--- src/rtl/rle_enc_param.sv ---
// Parametrised run-length encoder: reads SYM_W-bit symbols from DPSRAM port A and writes
// little-endian (count, symbol) records back, truncating cleanly at an output byte limit.
module rle_enc_param #(
  parameter int SYM_W = 8,
  parameter int CNT_W = 8
) (
  input  logic        clk,
  input  logic        reset,
  input  logic        start,
  input  logic [31:0] message_addr,
  input  logic [31:0] message_size,
  input  logic [31:0] rle_addr,
  input  logic [31:0] rle_limit,
  output logic [31:0] rle_size,
  output logic        done,
  output logic        overflow,
  output logic        port_A_clk,
  output logic [15:0] port_A_addr,
  output logic [31:0] port_A_data_in,
  input  logic [31:0] port_A_data_out,
  output logic        port_A_we,
  output logic [3:0]  state_dbg
);
  localparam int REC_W = CNT_W + SYM_W;
  localparam int R     = REC_W / 8;
  localparam int SPW   = 32 / SYM_W;
  localparam logic [1:0]       LAST_IDX = 2'(SPW - 1);
  localparam logic [CNT_W-1:0] CNT_MAX  = '1;

  // Handshake: start is sampled only in IDLE/DONE and accepted on the first edge it is high;
  // done drops on that edge and stays high from frame end until the next accepted start.
  typedef enum logic [3:0] {IDLE, RD_REQ, RD_WAIT, SCAN, EMIT, WR, FLUSH, DONE} state_t;

  state_t             state, ret;
  logic [15:0]        rd_addr, wr_addr;
  logic [31:0]        sym_left;
  logic [1:0]         sym_idx;
  logic               first;
  logic [31:0]        word_q;
  logic               have_run;
  logic [SYM_W-1:0]   run_sym, emit_sym;
  logic [CNT_W-1:0]   run_cnt, emit_cnt;
  logic [31:0]        acc;
  logic [1:0]         acc_n;

  logic [31:0]        cur_word;
  logic [SYM_W-1:0]   cur_sym;
  logic [63:0]        merged;
  logic [2:0]         total;
  logic [32:0]        size_next;
  logic [31:0]        nsym;
  logic               last_in_word;
  state_t             after_sym;
  logic               unused_bits;

  assign port_A_clk  = clk;
  assign state_dbg   = state;
  assign unused_bits = ^{message_addr[31:16], rle_addr[31:16]};

  // The freshly read word is only on the bus during the first SCAN cycle; later cycles use the copy.
  always_comb begin
    cur_word     = first ? port_A_data_out : word_q;
    cur_sym      = SYM_W'(cur_word >> (6'(sym_idx) * 6'(SYM_W)));
    merged       = {32'd0, acc} | (64'({emit_sym, emit_cnt}) << (6'(acc_n) * 6'd8));
    total        = 3'(acc_n) + 3'(R);
    size_next    = {1'b0, rle_size} + 33'(R);
    nsym         = message_size / 32'(SYM_W / 8);
    last_in_word = (sym_idx == LAST_IDX);
    after_sym    = (sym_left == 32'd1) ? FLUSH : (last_in_word ? RD_REQ : SCAN);
  end

  always_ff @(posedge clk) begin
    if (reset) begin
      state          <= IDLE;
      ret            <= IDLE;
      rle_size       <= '0;
      done           <= 1'b0;
      overflow       <= 1'b0;
      port_A_addr    <= '0;
      port_A_data_in <= '0;
      port_A_we      <= 1'b0;
      rd_addr        <= '0;
      wr_addr        <= '0;
      sym_left       <= '0;
      sym_idx        <= '0;
      first          <= 1'b0;
      word_q         <= '0;
      have_run       <= 1'b0;
      run_sym        <= '0;
      run_cnt        <= '0;
      emit_sym       <= '0;
      emit_cnt       <= '0;
      acc            <= '0;
      acc_n          <= '0;
    end else begin
      port_A_we <= 1'b0;
      case (state)
        IDLE, DONE: begin
          if (start) begin
            rle_size <= '0;
            overflow <= 1'b0;
            have_run <= 1'b0;
            acc      <= '0;
            acc_n    <= '0;
            sym_idx  <= '0;
            sym_left <= nsym;
            rd_addr  <= message_addr[15:0];
            wr_addr  <= rle_addr[15:0];
            if (nsym == 32'd0) begin
              done  <= 1'b1;
              state <= DONE;
            end else begin
              done  <= 1'b0;
              state <= RD_REQ;
            end
          end
        end
        RD_REQ: begin
          port_A_addr <= rd_addr;
          rd_addr     <= rd_addr + 16'd4;
          first       <= 1'b1;
          state       <= RD_WAIT;
        end
        RD_WAIT: state <= SCAN;
        SCAN: begin
          if (first) begin
            word_q <= port_A_data_out;
            first  <= 1'b0;
          end
          sym_left <= sym_left - 32'd1;
          sym_idx  <= last_in_word ? 2'd0 : sym_idx + 2'd1;
          if (!have_run) begin
            have_run <= 1'b1;
            run_sym  <= cur_sym;
            run_cnt  <= CNT_W'(1);
            state    <= after_sym;
          end else if (cur_sym == run_sym && run_cnt != CNT_MAX) begin
            run_cnt <= run_cnt + CNT_W'(1);
            state   <= after_sym;
          end else begin
            emit_sym <= run_sym;
            emit_cnt <= run_cnt;
            run_sym  <= cur_sym;
            run_cnt  <= CNT_W'(1);
            ret      <= after_sym;
            state    <= EMIT;
          end
        end
        EMIT: begin
          if (size_next > {1'b0, rle_limit}) begin
            // Drop this and every later record; only bytes already accepted get flushed.
            overflow <= 1'b1;
            have_run <= 1'b0;
            state    <= FLUSH;
          end else begin
            rle_size <= size_next[31:0];
            if (total >= 3'd4) begin
              port_A_addr    <= wr_addr;
              port_A_data_in <= merged[31:0];
              port_A_we      <= 1'b1;
              acc            <= merged[63:32];
              acc_n          <= 2'(total - 3'd4);
              state          <= WR;
            end else begin
              acc   <= merged[31:0];
              acc_n <= total[1:0];
              state <= ret;
            end
          end
        end
        WR: begin
          wr_addr <= wr_addr + 16'd4;
          state   <= ret;
        end
        FLUSH: begin
          if (have_run) begin
            emit_sym <= run_sym;
            emit_cnt <= run_cnt;
            have_run <= 1'b0;
            ret      <= FLUSH;
            state    <= EMIT;
          end else if (acc_n != 2'd0) begin
            port_A_addr    <= wr_addr;
            port_A_data_in <= acc;
            port_A_we      <= 1'b1;
            wr_addr        <= wr_addr + 16'd4;
            acc            <= '0;
            acc_n          <= '0;
          end else begin
            done  <= 1'b1;
            state <= DONE;
          end
        end
        default: state <= IDLE;
      endcase
    end
  end
endmodule
--- config.mk ---
export PLATFORM = sky130hd
export DESIGN_NAME = rle_enc_param
export DESIGN_NICKNAME = d
export VERILOG_FILES = /design/src/rtl/rle_enc_param.sv
export SDC_FILE = /design/constraint.sdc
export NUM_CORES = 1
export LEC_CHECK = 0
export ABC_AREA = 1
export BUFFER_PORTS_ARGS = -buffer_cell sky130_fd_sc_hd__buf_2
export CORE_UTILIZATION = 33
export DETAILED_ROUTE_END_ITERATION = 10
export PLACE_DENSITY_LB_ADDON = 0.15
export SLEW_MARGIN = 5
export SYNTH_ARGS = -nofsm -noshare
export SYNTH_HDL_FRONTEND = slang
export SYNTH_SLANG_ARGS = --single-unit
--- constraint.sdc ---
create_clock -name clk -period 4.1 [get_ports clk]
set_clock_uncertainty 0.05 [all_clocks]
set_input_delay 0.615 -clock clk [delete_from_list [all_inputs] [get_ports clk]]
set_output_delay 0.615 -clock clk [all_outputs]
set_load 0.03 [all_outputs]
==> flow_summary_export.csv <==
group,metric,value,unit
critical_path,cp_max_fo,13,
critical_path,path_class,"reg2reg",
cts,cts_hold_buf,0,
power,combinationalPowerShare,38.7,%
power,p_sw,4.36,mW
yosys,synth_top_area_share,35.7,%
yosys,ys_warn_count,0,
critical_path,end_kind,"flop",
timing,slew_violations,0,
critical_path,cp_slowest_cell,"dfxtp_1",
timing,final_min_period_over_clock_period,91.2,%
critical_path,path_common_cell,"nand2_1",
power,powerDensity,607,mW/mm^2
critical_path,critPathArrivalTime,4230,ps
yosys,synth_area_leaders,"dfxtp_1 36%, nand2_1 14%, nor2_1 7.0%",
route,vias,14571,
route,drt_wl_total,46300,um
grt,top_usage_layer,"met2",
yosys,postSynthCellCount,2099,
route,drtIter0Drc,1186,
grt,gr-usage-met1,27.9,%
yosys,yosysUniqueCellTypes,63,
timing,fin_crit,3740,ps
timing,hold_ws,166,ps
yosys,ys_async_sr_fraction,0,%
die,dieArea,0.0439,sq mm
critical_path,cp-start-kind,"flop",
power,p_seq_share,31.6,%
grt,gr-usage-met2,33.6,%
die,chipHeight,209,um
cts,cts_tree,"done",
timing,setup_viol,0,
status,status,"finished clean",
run,maxCapViolations,0,
placement,dp_slack,-40.7,ps
die,std_cell_rows,75,
grt,grt_max_degree,89,
yosys,netlist_area,0.0142,sq mm
layout,mostFrequentLayoutCell,"nand2_1",
grt,gr-total-overflow,0,
placement,place.gp.congestion,0.876,
layout,fin_nets,2492,
timing,hold_viol,0,
yosys,synth.largest_area_cell,"dfxtp_1",
critical_path,cp.buffers_inverters,3,
timing,fmax,267,MHz
critical_path,worstPathCellList,"buf_4, nand3_1, nor2_2, nand4_2, nor2_2, nand2_1, nor2_4, nand2_1, o21ai_0, nand2_1, ha_1, nand2_1, nor4_2, nand4_1, buf_4, nand3_4, buf_12, nand2_8, o21ai_4, nor2_1",
placement,placed_cells,2786,
layout,final_cell_mix,"518 x nand2_1, 260 x nor2_1, 253 x dfxtp_1",
route,viasPerCell,5.11,
timing,worstMarginPinSlew,826,ps
power,power.share.clock,29.7,%
cts,path_clk_slew,60,ps
critical_path,max_stage_delay,330,ps
route,dr.pass1.iters,6,
power,intPower,5.96,mW
cts,clk_latency,660,ps
yosys,synth_flop_cell,"dfxtp_1",
die,boundaryPins,251,
yosys,ys_seq_area_share,35.7,%
hold_path,hp-class,"in2reg",
power,leakage,7.33,nW
power,swShare,42.2,%
timing,slew-limit-headroom,44.6,%
placement,port_buffers,216,
yosys,synth_area_per_cell,6.77,sq um
layout,area_growth,19.7,%
die,core,0.0422,sq mm
grt,antenna_found_initial,1,
layout,drive_above_1_share,17.2,%
route,wl_per_cell,16.2,um
layout,instances_no_fill,2853,
route,detail-route-antenna-nets,0,
route,drc,0,
die,start_util,33.6,%
timing,postLayoutSetupSlackWorst,361,ps
grt,met3_usage,3.79,%
grt,grt_pass1_vias,13798,
yosys,synth-edff-count,0,
power,ir_drop,0.308,mV
yosys,ys_seq_elements,253,
grt,grt_pass1_wl,73300,um
placement,dp.final_hpwl,32500,um
grt,grt_usage,20.7,%
die,die_w,209,um
critical_path,critical-path-top-delay-family,"simple AND/OR/NAND/NOR gates",
critical_path,cp_data_required_time,4590,ps
[cell usage after synthesis (3+ instances only)]
master and count:
nand3_1 165, nand4_1 22, a21oi_1 168, nor2_2 6, o21a_1 4, nand3_2 3, or2_2 5, o221ai_1 4
o31ai_1 3, o21ai_0 120, nor4_1 14, a211oi_1 12, a31oi_1 22, buf_2 21, xor2_1 27, nand2_2 10
clkinv_1 4, a311oi_1 22, buf_6 16, nand3b_1 7, nor2_1 266, a221oi_1 4, o21bai_1 5, nand2_1 518
xnor2_1 16, o211ai_1 8, clkbuf_1 61, o21ai_1 12, nor3_1 27, inv_2 7, ha_1 38, a31o_2 20
dfxtp_1 253, buf_4 15, inv_1 161
[worst paths after layout]
kind | startpoint | endpoint | slack (ps) | depth (start not counted)
worst min register to register | acc[24]$_SDFFE_PP0P_ | acc[24]$_SDFFE_PP0P_ | 380 | 2
worst min-delay path | rle_addr[2] | wr_addr[2]$_SDFFE_PP0P_ | 170 | 3
worst max register to register | rle_size[1]$_SDFFE_PP0P_ | acc[25]$_SDFFE_PP0P_ | 360 | 20
worst max-delay path | rle_size[1]$_SDFFE_PP0P_ | acc[25]$_SDFFE_PP0P_ | 360 | 20
[logic make-up after synthesis]
| family | share of synthesized area (%) |
|---|---|
| buffers and inverters | 9.07 |
| adder cells (fa/ha/maj) | 3.35 |
| AO/OA/AOI/OAI | 17.6 |
| XOR/XNOR | 2.65 |
| AND/OR/NAND/NOR | 31.7 |
| flip-flops | 35.7 |
| other | 0.0264 |
[tightest hold or removal path: stages]
cell and delay, ps:
buf_2 100, nand2_1 50, a31oi_1 70
[per-stage QoR]
stage | setup TNS (ps) | util [%] | cell area, sq um | power [mW]
global placement | 0 | 37.2 | 15700 | 7.25
finish | 0 | 40.3 | 17000 | 10.3
CTS | 0 | 39.9 | 16900 | 10.4
detailed placement | -310 | 37.2 | 15700 | 7.30
floorplan | 0 | - | 14200 | 6.26
global route | -3.00 | 40.3 | 17000 | 11.1
[power by group through the flow]
| stage | Clock (mW) | Sequential, mW | Combinational [mW] |
|---|---|---|---|
| global placement | 0.0307 | 3.30 | 3.92 |
| floorplan | 0.0365 | 3.45 | 2.78 |
| CTS | 3.14 | 3.26 | 3.99 |
| detailed placement | 0.0307 | 3.31 | 3.97 |
| global route | 3.25 | 3.33 | 4.49 |
| finish | 3.07 | 3.26 | 4.00 |
[registers in the layout, summed over array words and instances, names as in the netlist, 8 cells and up]
name	cells
acc	32
emit_cnt	8
emit_sym	8
port_A_addr	16
port_A_data_in	32
rd_addr	16
rle_size	31
run_cnt	8
run_sym	8
sym_left	32
word_q	32
wr_addr	16
[layer usage]
| layer | share of wire [%] | vias to the layer above |
|---|---|---|
| li1 | - | 7366 |
| met1 | 46 | 6755 |
| met2 | 46 | 379 |
| met3 | 5.6 | 71 |
| met4 | 2.5 | 0 |
| met5 | 0 | - |
[area by class of cell]
type / instances / area, sq um
inverter: 174 / 661
sequential: 253 / 5060
tap: 539 / 674
clock inverter: 11 / 106
multi-input combinational: 1561 / 7950
timing repair buffer: 263 / 1500
antenna: 1 / 2.50
clock buffer: 51 / 1040
fill: 4532 / 25200
[timing repair]
action	CTS	global route
endpoints found under the setup margin	47	115
gates resized for setup	1	15
pin swaps	0	3
gates cloned	0	2
setup buffers	0	3
(Power assumes the default switching activity.)
